--- src/rtl/conv_weight_loader.sv ---
// conv_weight_loader: fetches one 5x5 kernel plus bias from ROM and drives it as a weight_en burst
//
// Ports:
//   i_cnn_clk     clock, rising edge
//   i_cnn_rst     synchronous active-high reset
//   i_start       load request, honoured only in IDLE
//   i_kernel_idx  kernel to load, sampled with i_start
//   o_busy        high from accept until done (inclusive)
//   o_done        one-cycle pulse when the burst completes
//   o_err         one-cycle pulse when i_start carries an out-of-range kernel index
//   o_w_rom_addr  weight ROM read address
//   o_w_rom_rd    weight ROM read enable
//   i_w_rom_q     weight ROM data, valid one cycle after the read
//   o_b_rom_addr  bias ROM read address
//   o_b_rom_rd    bias ROM read enable
//   i_b_rom_q     bias ROM data, valid one cycle after the read
//   o_weight_en   burst qualifier to the conv2d consumer
//   o_weight      registered weight word (first beat of each burst is a zero pad)
//   o_bias        registered bias word, stable across the burst
module conv_weight_loader #(
    parameter int KERNEL_TAPS = 25,
    parameter int NUM_KERNELS = 6,
    parameter int W_ADDR_W    = 8,
    parameter int B_ADDR_W    = 3,
    parameter int DATA_W      = 16
) (
    input  logic                i_cnn_clk,
    input  logic                i_cnn_rst,
    input  logic                i_start,
    input  logic [2:0]          i_kernel_idx,
    output logic                o_busy,
    output logic                o_done,
    output logic                o_err,
    output logic [W_ADDR_W-1:0] o_w_rom_addr,
    output logic                o_w_rom_rd,
    input  logic [DATA_W-1:0]   i_w_rom_q,
    output logic [B_ADDR_W-1:0] o_b_rom_addr,
    output logic                o_b_rom_rd,
    input  logic [DATA_W-1:0]   i_b_rom_q,
    output logic                o_weight_en,
    output logic [DATA_W-1:0]   o_weight,
    output logic [DATA_W-1:0]   o_bias
);
    localparam int CNT_W = $clog2(KERNEL_TAPS + 2);

    typedef enum logic [2:0] {S_IDLE, S_BFETCH, S_WFETCH, S_LOAD, S_DONE} state_t;

    state_t              r_state;
    state_t              w_next;
    logic [W_ADDR_W-1:0] r_base;
    logic [B_ADDR_W-1:0] r_kidx;
    logic [CNT_W-1:0]    r_cnt;
    logic                r_err;
    logic                r_weight_en;
    logic [DATA_W-1:0]   r_weight;
    logic [DATA_W-1:0]   r_bias;
    logic                w_idx_ok;
    logic                w_accept;
    logic                w_last;
    logic                w_latch;

    assign w_idx_ok = 32'(i_kernel_idx) < NUM_KERNELS;
    assign w_accept = r_state == S_IDLE && i_start && w_idx_ok;
    // r_cnt is 1 on the first LOAD cycle and reaches KERNEL_TAPS+1 on the final beat
    assign w_last   = r_state == S_LOAD && 32'(r_cnt) == KERNEL_TAPS + 1;
    // ROM data lags the address by one cycle, so LOAD cycles 1..KERNEL_TAPS capture words 0..KERNEL_TAPS-1
    assign w_latch  = r_state == S_LOAD && 32'(r_cnt) <= KERNEL_TAPS;

    assign o_busy       = r_state != S_IDLE;
    assign o_done       = r_state == S_DONE;
    assign o_err        = r_err;
    assign o_weight_en  = r_weight_en;
    assign o_weight     = r_weight;
    assign o_bias       = r_bias;
    assign o_b_rom_rd   = r_state == S_BFETCH;
    assign o_b_rom_addr = o_b_rom_rd ? r_kidx : '0;
    assign o_w_rom_rd   = (r_state == S_WFETCH || r_state == S_LOAD) && 32'(r_cnt) < KERNEL_TAPS;
    assign o_w_rom_addr = o_w_rom_rd ? r_base + W_ADDR_W'(r_cnt) : '0;

    always_ff @(posedge i_cnn_clk) begin
        if (i_cnn_rst)
            r_state <= S_IDLE;
        else
            r_state <= w_next;
    end

    always_comb begin
        w_next = r_state;
        case (r_state)
            S_IDLE:   w_next = w_accept ? S_BFETCH : S_IDLE;
            S_BFETCH: w_next = S_WFETCH;
            S_WFETCH: w_next = S_LOAD;
            S_LOAD:   w_next = w_last ? S_DONE : S_LOAD;
            S_DONE:   w_next = S_IDLE;
            default:  w_next = S_IDLE;
        endcase
    end

    always_ff @(posedge i_cnn_clk) begin
        if (i_cnn_rst) begin
            r_base      <= '0;
            r_kidx      <= '0;
            r_cnt       <= '0;
            r_err       <= 1'b0;
            r_weight_en <= 1'b0;
            r_weight    <= '0;
            r_bias      <= '0;
        end else begin
            r_err <= r_state == S_IDLE && i_start && !w_idx_ok;
            if (w_accept) begin
                r_base <= W_ADDR_W'(i_kernel_idx) * W_ADDR_W'(KERNEL_TAPS);
                r_kidx <= B_ADDR_W'(i_kernel_idx);
            end
            r_cnt <= (r_state == S_WFETCH || r_state == S_LOAD) ? r_cnt + 1'b1 : '0;
            // WFETCH sets up the zero pad beat; bias data from the BFETCH read is valid now
            if (r_state == S_WFETCH) begin
                r_bias      <= i_b_rom_q;
                r_weight    <= '0;
                r_weight_en <= 1'b1;
            end
            if (w_latch)
                r_weight <= i_w_rom_q;
            if (w_last)
                r_weight_en <= 1'b0;
        end
    end
endmodule

--- config.mk ---
export PLATFORM = sky130hd
export DESIGN_NAME = conv_weight_loader
export DESIGN_NICKNAME = d
export VERILOG_FILES = /design/src/rtl/conv_weight_loader.sv
export SDC_FILE = /design/constraint.sdc
export NUM_CORES = 1
export LEC_CHECK = 0
export CORE_MARGIN = 3
export CORE_UTILIZATION = 47
export DETAILED_ROUTE_END_ITERATION = 6
export PLACE_DENSITY = 0.94
export SYNTH_ARGS = -nofsm -noshare
export SYNTH_HDL_FRONTEND = slang
export SYNTH_SLANG_ARGS = --single-unit
export TNS_END_PERCENT = 50
--- constraint.sdc ---
create_clock -name i_cnn_clk -period 3.5 [get_ports i_cnn_clk]
set_input_delay 0.7 -clock i_cnn_clk [delete_from_list [all_inputs] [get_ports i_cnn_clk]]
set_output_delay 0.7 -clock i_cnn_clk [all_outputs]
set_load 0.02 [all_outputs]
; Word-level counts from Yosys, hierarchy flattened
; Cells that the tools add are included.
; Widths: inputs -> output; s select.
[classes]
n_addsub = 2
n_mul = 1
n_lt_le_gt_ge = 3
eq_ne = 5
mux = 7
n_bitwise = 1
reduce_logical = 13
[ops]
columns = op, n
row1 = $mux 16, 2
row2 = $pmux 3 s4, 1
row3 = $add 8x5->8, 1
row4 = $mul 3x5->8 const B, 1
row5 = $mux 8, 1
row6 = $eq 3x2->1 const B, 2
row7 = $logic_and 1x1->1, 6
row8 = $mux 3, 2
row9 = $add 5x1->5 const B, 1
row10 = $eq 5x5->1 const B, 1
row11 = $le 5x5->1 const B, 1
row12 = $lt 5x5->1 const B, 1
row13 = $reduce_or 2->1, 2
row14 = $eq 3x1->1 const B, 1
row15 = $eq 3x3->1 const B, 1
row16 = $logic_not 3->1, 1
row17 = $lt 3x3->1 const B, 1
row18 = $reduce_bool 3->1, 1
row19 = $reduce_bool 2->1, 1
row20 = $logic_not 1->1, 1
row21 = $logic_or 1x1->1, 1
row22 = $mux 1, 1
row23 = $not 1->1, 1
[word_totals]
reg_bits = 53
input_bits = 38
out_inout_bits = 49
word_cells = 40

; Logic depth before layout (Yosys ltp)
; Gate-level depths: netlist (run 1).
[depth]
ltp_word = 5
ltp_mapped = 7
mapped_depth_nobuf = 7

; Least setup slack after synthesis (run 1)
; No wires, ideal clock.
[synth_timing]
path_kind = reg2out
from = register r_cnt[2]
to = output o_w_rom_addr[7]
t_arrival_ps = 1887
t_required_ps = 2800
setup_slack_ps = 913
stages_incl_launch_ff = 6
n_path_buf = 0
cell_sequence = dfxtp_1 > ha_1 > o21ai_0 > o21a_1 > or4_1 > a21oi_1
[synth_between]
elab_chain_len = 3
elab_cells_between_ends = 4
cone_classes = 1 x add/sub / 1 x order compare / 1 x mux / 1 x reduce/logical
[synth_rtl]
columns = element, line_no
row1 = "start, declared", 52  ; logic [CNT_W-1:0] r_cnt;
row2 = "start signal, assigned", 114  ; r_cnt <= (r_state == S_WFETCH || r_state == S_LOAD) ? r_cnt + 1'b1 : '0;
row3 = branches (longest 2 deep; another with $add 8x5->8), -
row4 = $mux 8 *, 78  ; assign o_w_rom_addr = o_w_rom_rd ? r_base + W_ADDR_W'(r_cnt) : '0;
row5 = "end, declared", 34  ; output logic [W_ADDR_W-1:0] o_w_rom_addr,
; Every way passes the cells marked *.

; Worst setup path after layout (run 1)
[layout_timing]
from = register r_cnt[1]
to = output o_w_rom_addr[5]
; The elaborated chain is that of the path after synthesis.

==> summary.txt, run 1 <==
Run status
  – Status: finished, final reports clean

CTS
  – Clock Sinks: just under 50
  – CTS Buf Count: 5
  – CTS hold repair buffers: 0
  – # H-tree levels: 2
  – Worst-path clk slew: around 0.080 ns
  – Setup bufs post-CTS: 0
  – CTS root buffer: clkbuf_8
  – Clock buffer depth: 2
  – Clk_lat worst skew: roughly 0.29 ns
  – CTS tree: built

Routing
  – Vias per inst: between 5 and 6
  – WL final: 5610 um
  – Routed vias: 2107
  – WL/cell: roughly 14 um
  – Initial detailed-routing violation count: 71
  – Routed Antenna Nets: 0
  – Drt pass-1 iters: 4
  – # DRC: 0

STA
  – Final slew viol count: 0
  – Final setup viols: 0
  – Unrepaired setup endpoints after global routing: false
  – Max-slew headroom: a little under a quarter
  – Worst Max-Slew Pin Slew: ~1.1 ns
  – Max Clk Rate: between 300 and 400 MHz
  – Clock skew: about 0.0055 ns
  – Sum Neg Setup Slack: 0 ns
  – Final period util: 93.5%
  – Crit path setup slack, layout: approximately 0.23 ns
  – Fin. Hold Viols: 0
  – Post-layout min period: roughly 3.3 ns

Min path
  – Hold Crit Endpoint: o_bias[9]
  – Hold_sp: o_bias[9]
  – Min-delay worst type: register to register
  – Hold path depth: 2

Setup path
  – End of the worst register-to-register path: o_weight_en
  – WP data required: between 2 and 3 ns
  – Reg2Reg Setup Slack: 1.37 ns
  – CP endpoint kind: primary output
  – Crit path max fanout: 7
  – Setup crit start kind: register
  – Number of cells on the worst reg-to-reg path: 5
  – FF-to-FF Start: r_state[1]
  – Crit Path Category: register to primary output
  – Critical path arrival: ~2.6 ns

Floorplan
  – Row count: 24
  – Io pins: 87
  – Starting Density: about half
  – Die X: 74.9 um
  – Die Y: ~75 um
  – Die area: between 0.005 and 0.006 mm^2
  – Core footprint: approximately 0.0045 mm^2

Final layout
  – # diodes: 0
  – Most frequent cells in the layout: 85 x clkdlybuf4s50_1, 54 x nand2_1, 48 x dfxtp_1
  – Most common cell after layout, fill and taps aside: clkdlybuf4s50_1
  – Share of cells above drive strength 1: under 10%
  – Final #Nets: 397
  – Area Overhead vs Synth: 43.1%

Power
  – P_sw: ~0.30 mW
  – Cell-internal power: 0.846 mW
  – Leak: about 1.2 nW
  – Clock share of power: between 20% and 30%
  – Flop pwr share: between 50 and 60%
  – Power per Cell Area: between 300 and 400 mW/mm^2
  – Combinational share of power: 19.4%
  – Sw Ratio: a little over a quarter
  – VDD IR-drop max: approximately 0.22 mV

Yosys
  – Adder-cell area share of the yosys netlist: 8.19%
  – Largest family of logic cells by synthesized area: simple AND/OR/NAND/NOR gates
  – XOR/XNOR Fraction of Synth Area: between 2 and 2.5%
  – Top FF cell, synth: dfxtp_1
  – EDFF count, synth: 0
  – Multiplexer share of the synthesized area: 1.80%
  – Syn Nets: about 320
  – Synth Area in Simple Gates: between 20% and 30%
  – Average size of a mapped cell: ~8.4 um^2
  – Cell Area, Synth: about 0.0022 mm^2
  – Count of cell types in the netlist: 38
  – Compound-Gate Fraction of Synth Area: between 10% and 20%
  – Synthesized flop and latch total: just under 50
  – Synth Instances: approximately 260
  – Synth warnings: 0
  – Ys async rst share: 0%
  – Sequential fraction of the synthesis area: around 44%

Placement
  – Dpl ws: ~0.40 ns
  – Placer Congestion: about 0.84
  – Dpl hpwl: ~4200 um
  – Port bufs: between 80 and 90

Global route
  – Initial antenna violation count: 0
  – Largest net degree at the start of global routing: 33
  – GRT Util Overall: approximately 20%
  – Vias in the first global route: about 1900
  – First-pass GRT wire length: between 8000 and 9000 um
  – Final global-route overflow total: 0

Run
  – Max_cap viols: 0
## what timing repair did
action	CTS	global route
resized for setup	0	2
hold endpoints to repair	0	0
endpoints found under the setup margin	0	1
## cells by family after synthesis
kind of cell | Yosys count
simple gates | 115
compound gates | 56
flops | 49
buf+inv | 20
fa+ha+maj | 14
xor+xnor | 6
mux | 4
## power groups by stage
stage	Sequential, mW	Combinational (mW)	Clock (mW)
after CTS	0.600	0.225	0.335
after global routing	0.604	0.244	0.353
final	0.600	0.223	0.327
after global placement	0.612	0.219	0
after detailed placement	0.613	0.223	0
after floorplan	0.627	0.103	0
## synth_stat cells, drive strengths merged (3+ instances only)
master	number	share of area (%)
a21oi	39	8.8
inv	6	1.0
ha	13	7.3
buf	8	2.3
dfxtp	49	44
xnor2	4	1.6
clkbuf	6	1.0
a211oi	3	1.0
nand2	54	9.1
and2	4	1.1
mux2i	4	1.8
nor2b	4	1.1
o21ai	5	1.1
nand3	20	4.5
nor2	19	3.9
## sequential cells by signal (all words and copies together), names as in the netlist
name         cells
o_weight_en      1
o_err            1
r_cnt            5
r_base           7
o_weight        16
r_state          3
o_bias          16
## layer usage
layer / vias to the layer above / global-route usage [%] / routed length (um)
li1: 1060 / - / -
met1: 971 / 25.7 / 2410
met2: 69 / 33.9 / 2840
met3: 7 / 3.60 / 295
met4: 0 / 5.93 / 68
met5: - / 0 / 0
## how the worst max path moves through the flow
stage	startpoint	endpoint	depth (start not counted)
6_report	r_cnt[1]	o_w_rom_addr[5]	6
3_3_place_gp	r_cnt[2]	o_w_rom_addr[7]	6
2_1_floorplan	r_cnt[2]	o_w_rom_addr[7]	5
3_5_place_dp	r_cnt[2]	o_w_rom_addr[7]	6
4_1_cts	r_cnt[2]	o_w_rom_addr[7]	6
5_1_grt	r_cnt[1]	o_w_rom_addr[5]	6
## critical path, stage by stage (launching register included)
cell and delay, ns:
dfxtp_1 0.52, ha_1 0.32, a211oi_1 0.29, o21a_1 0.24
o21ai_0 0.11, a21oi_1 0.17, clkdlybuf4s50_1 0.64
## final cells by class
type / count / area [um^2]
Fill cell: 374 / 1280
Timing Repair Buffer: 88 / 878
Multi-Input combinational cell: 195 / 1150
Sequential cell: 49 / 982
Clock inverter: 1 / 7.51
Tap cell: 52 / 65.1
Clock buffer: 6 / 82.6
Inverter: 6 / 22.5
## through the flow
step / cells / total power [mW] / area (um^2) / hold slack (ns) / util (%)
after CTS: 397 / 1.16 / 3190 / 0.459 / 71.2
after floorplan: 264 / 0.731 / 2230 / 0.462 / -
after detailed placement: 390 / 0.836 / 3100 / 0.447 / 69.2
after global routing: 397 / 1.20 / 3190 / 0.476 / 71.3
final: 397 / 1.15 / 3190 / 0.457 / 71.3
after global placement: 390 / 0.831 / 3100 / 0.441 / 69.2
(Power assumes the default switching activity.)
==> run 2: changes to the inputs <==
--- a/config.mk
+++ b/config.mk
@@ -8,7 +8,8 @@
 export CORE_MARGIN = 3
 export CORE_UTILIZATION = 47
 export DETAILED_ROUTE_END_ITERATION = 6
-export PLACE_DENSITY = 0.94
+export PLACE_DENSITY = 0.95
+export REMOVE_ABC_BUFFERS = 1
 export SYNTH_ARGS = -nofsm -noshare
 export SYNTH_HDL_FRONTEND = slang
 export SYNTH_SLANG_ARGS = --single-unit
==> summary.txt, run 2 (synthesized netlist as in run 1, its figures left out) <==
Final layout
  – Filler-free cell count of the finished design: between 300 and 400
  – Most frequent cells in the layout: 85 x clkdlybuf4s50_1, 54 x nand2_1, 48 x dfxtp_1
  – Post-route cell area: between 0.003 and 0.004 mm^2
  – Most common cell after layout, fill and taps aside: clkdlybuf4s50_1
  – # diodes: 0
  – Final #Nets: a little under 400
  – Area Overhead vs Synth: 44.6%
  – Share of cells above drive strength 1: between 4 and 5%

Routing
  – Routed Antenna Nets: 0
  – Drt pass-1 iters: 4
  – Routed vias: ~2100
  – WL final: around 5400 um
  – # DRC: 0
  – Vias per inst: ~5.2
  – Initial detailed-routing violation count: 82
  – WL/cell: around 14 um

Setup path
  – WP data required: between 2 and 3 ns
  – Crit path max fanout: 7
  – Top Family by Delay on Critical Path: adder cells
  – Worst stage delay on the critical path: ~0.62 ns
  – CP Cell Sequence: ha_1 > fa_1 > a21oi_1 > o211ai_1 > xnor2_1 > nor2_1 > clkdlybuf4s50_1
  – Slowest CP cell: clkdlybuf4s50_1
  – Critical path arrival: between 2 and 3 ns
  – CP endpoint kind: primary output
  – Crit Path Category: register to primary output
  – Worst path buffer plus inverter count: 1
  – Setup crit start kind: register

Power
  – VDD IR-drop max: about 0.23 mV
  – Leak: 1.20 nW
  – Power per Cell Area: ~380 mW/mm^2

Floorplan
  – Io pins: slightly below 90
  – Die area: approximately 0.0056 mm^2
  – Row count: 24
  – Starting Density: 49.8%
  – Die Y: approximately 75 um
  – Die X: ~75 um
  – Core footprint: 0.00447 mm^2

CTS
  – Post-cts resize count: 0
  – Clock Sinks: slightly below 50
  – CTS Buf Count: 5
  – # H-tree levels: 2
  – CTS root buffer: clkbuf_8
  – Clk_lat worst skew: 0.29 ns
  – Worst-path clk slew: around 0.080 ns
  – CTS hold repair buffers: 0
  – Clock buffer depth: 2
  – CTS tree: built
  – Setup bufs post-CTS: 0

Global route
  – GRT Util Overall: between 20% and 30%
  – Largest net degree at the start of global routing: 33
  – First-pass GRT wire length: roughly 8800 um
  – Final global-route overflow total: 0
  – Vias in the first global route: about 1900
  – Initial antenna violation count: 0

Placement
  – Dpl hpwl: slightly above 4000 um
  – Placer Congestion: 0.890
  – Placed cell area: 0.00310 mm^2
  – Placed cells: about 390
  – Port bufs: 86

STA
  – Clock skew: 0.00610 ns
  – Post-layout min period: 3.32 ns
  – Final slew viol count: 0
  – Max-slew headroom: 22.9%
  – Unrepaired setup endpoints after global routing: false
  – Final period util: a little over nine tenths
  – Max Clk Rate: between 300 and 400 MHz
  – Final setup viols: 0
  – Worst Max-Slew Pin Slew: 1.16 ns
  – Fin. Hold Viols: 0
  – Sum Neg Setup Slack: 0 ns

Run
  – Max_cap viols: 0

Min path
  – Min-delay worst type: register to register

Run status
  – Status: finished, final reports clean
run 2: changes by cell type in the layout (fill, tap and decap cells not counted):
| cell | delta |
|---|---|
| bufinv_16 | +1 |
| clkinvlp_4 | -1 |
| clkbuf_1 | +1 |
| buf_4 | +1 |
run 2: routing by layer:
| metal | vias to the layer above | wire, um | GRT usage, % |
|---|---|---|---|
| met5 | - | 0 | 0 |
| met4 | 0 | 76 | 7.71 |
| met3 | 9 | 343 | 6.28 |
| met2 | 60 | 2680 | 33.3 |
| met1 | 958 | 2350 | 24.5 |
| li1 | 1057 | - | - |
run 2: final timing paths:
kind                     endpoint  startpoint  slack [ns]  depth (start not counted)
setup / recovery  o_w_rom_addr[6]    r_cnt[0]        0.18                          7
hold / removal          o_bias[7]   o_bias[7]        0.46                          2
setup reg to reg      o_weight[6]    r_cnt[1]        1.54                          6
hold reg to reg         o_bias[7]   o_bias[7]        0.46                          2
run 2: final cells by class:
class | count | area [um^2]
sequential | 49 | 982
clock buffer | 7 | 86.3
multi-input combinational | 195 | 1150
fill | 363 | 1250
timing repair buffer | 89 | 886
tap | 52 | 65.1
inverter | 6 | 22.5
clock inverter | 1 | 30.0
run 2: through the flow:
| step | worst slack, ns | util [%] | power [mW] | hold WS, ns |
|---|---|---|---|---|
| after floorplan | 0.913 | - | 0.715 | 0.456 |
| after global placement | 0.470 | 69.4 | 0.831 | 0.442 |
| after detailed placement | 0.394 | 69.4 | 0.837 | 0.448 |
| after CTS | 0.0548 | 72.0 | 1.24 | 0.460 |
| after global routing | 0.0358 | 72.1 | 1.29 | 0.479 |
| final | 0.179 | 72.1 | 1.23 | 0.458 |
run 2: power by group:
part	total, mW	internal (mW)	switching (mW)
registers	0.600	0.581	0.0195
clock network	0.409	0.233	0.176
logic	0.222	0.110	0.112
run 2: worst reg2reg max path: stages, from the launching register on:
cell      delay, ns
dfxtp_1        0.53
inv_1          0.11
ha_1           0.21
nor2b_1        0.16
o211ai_2       0.55
nand3_1        0.17
a21oi_1        0.18
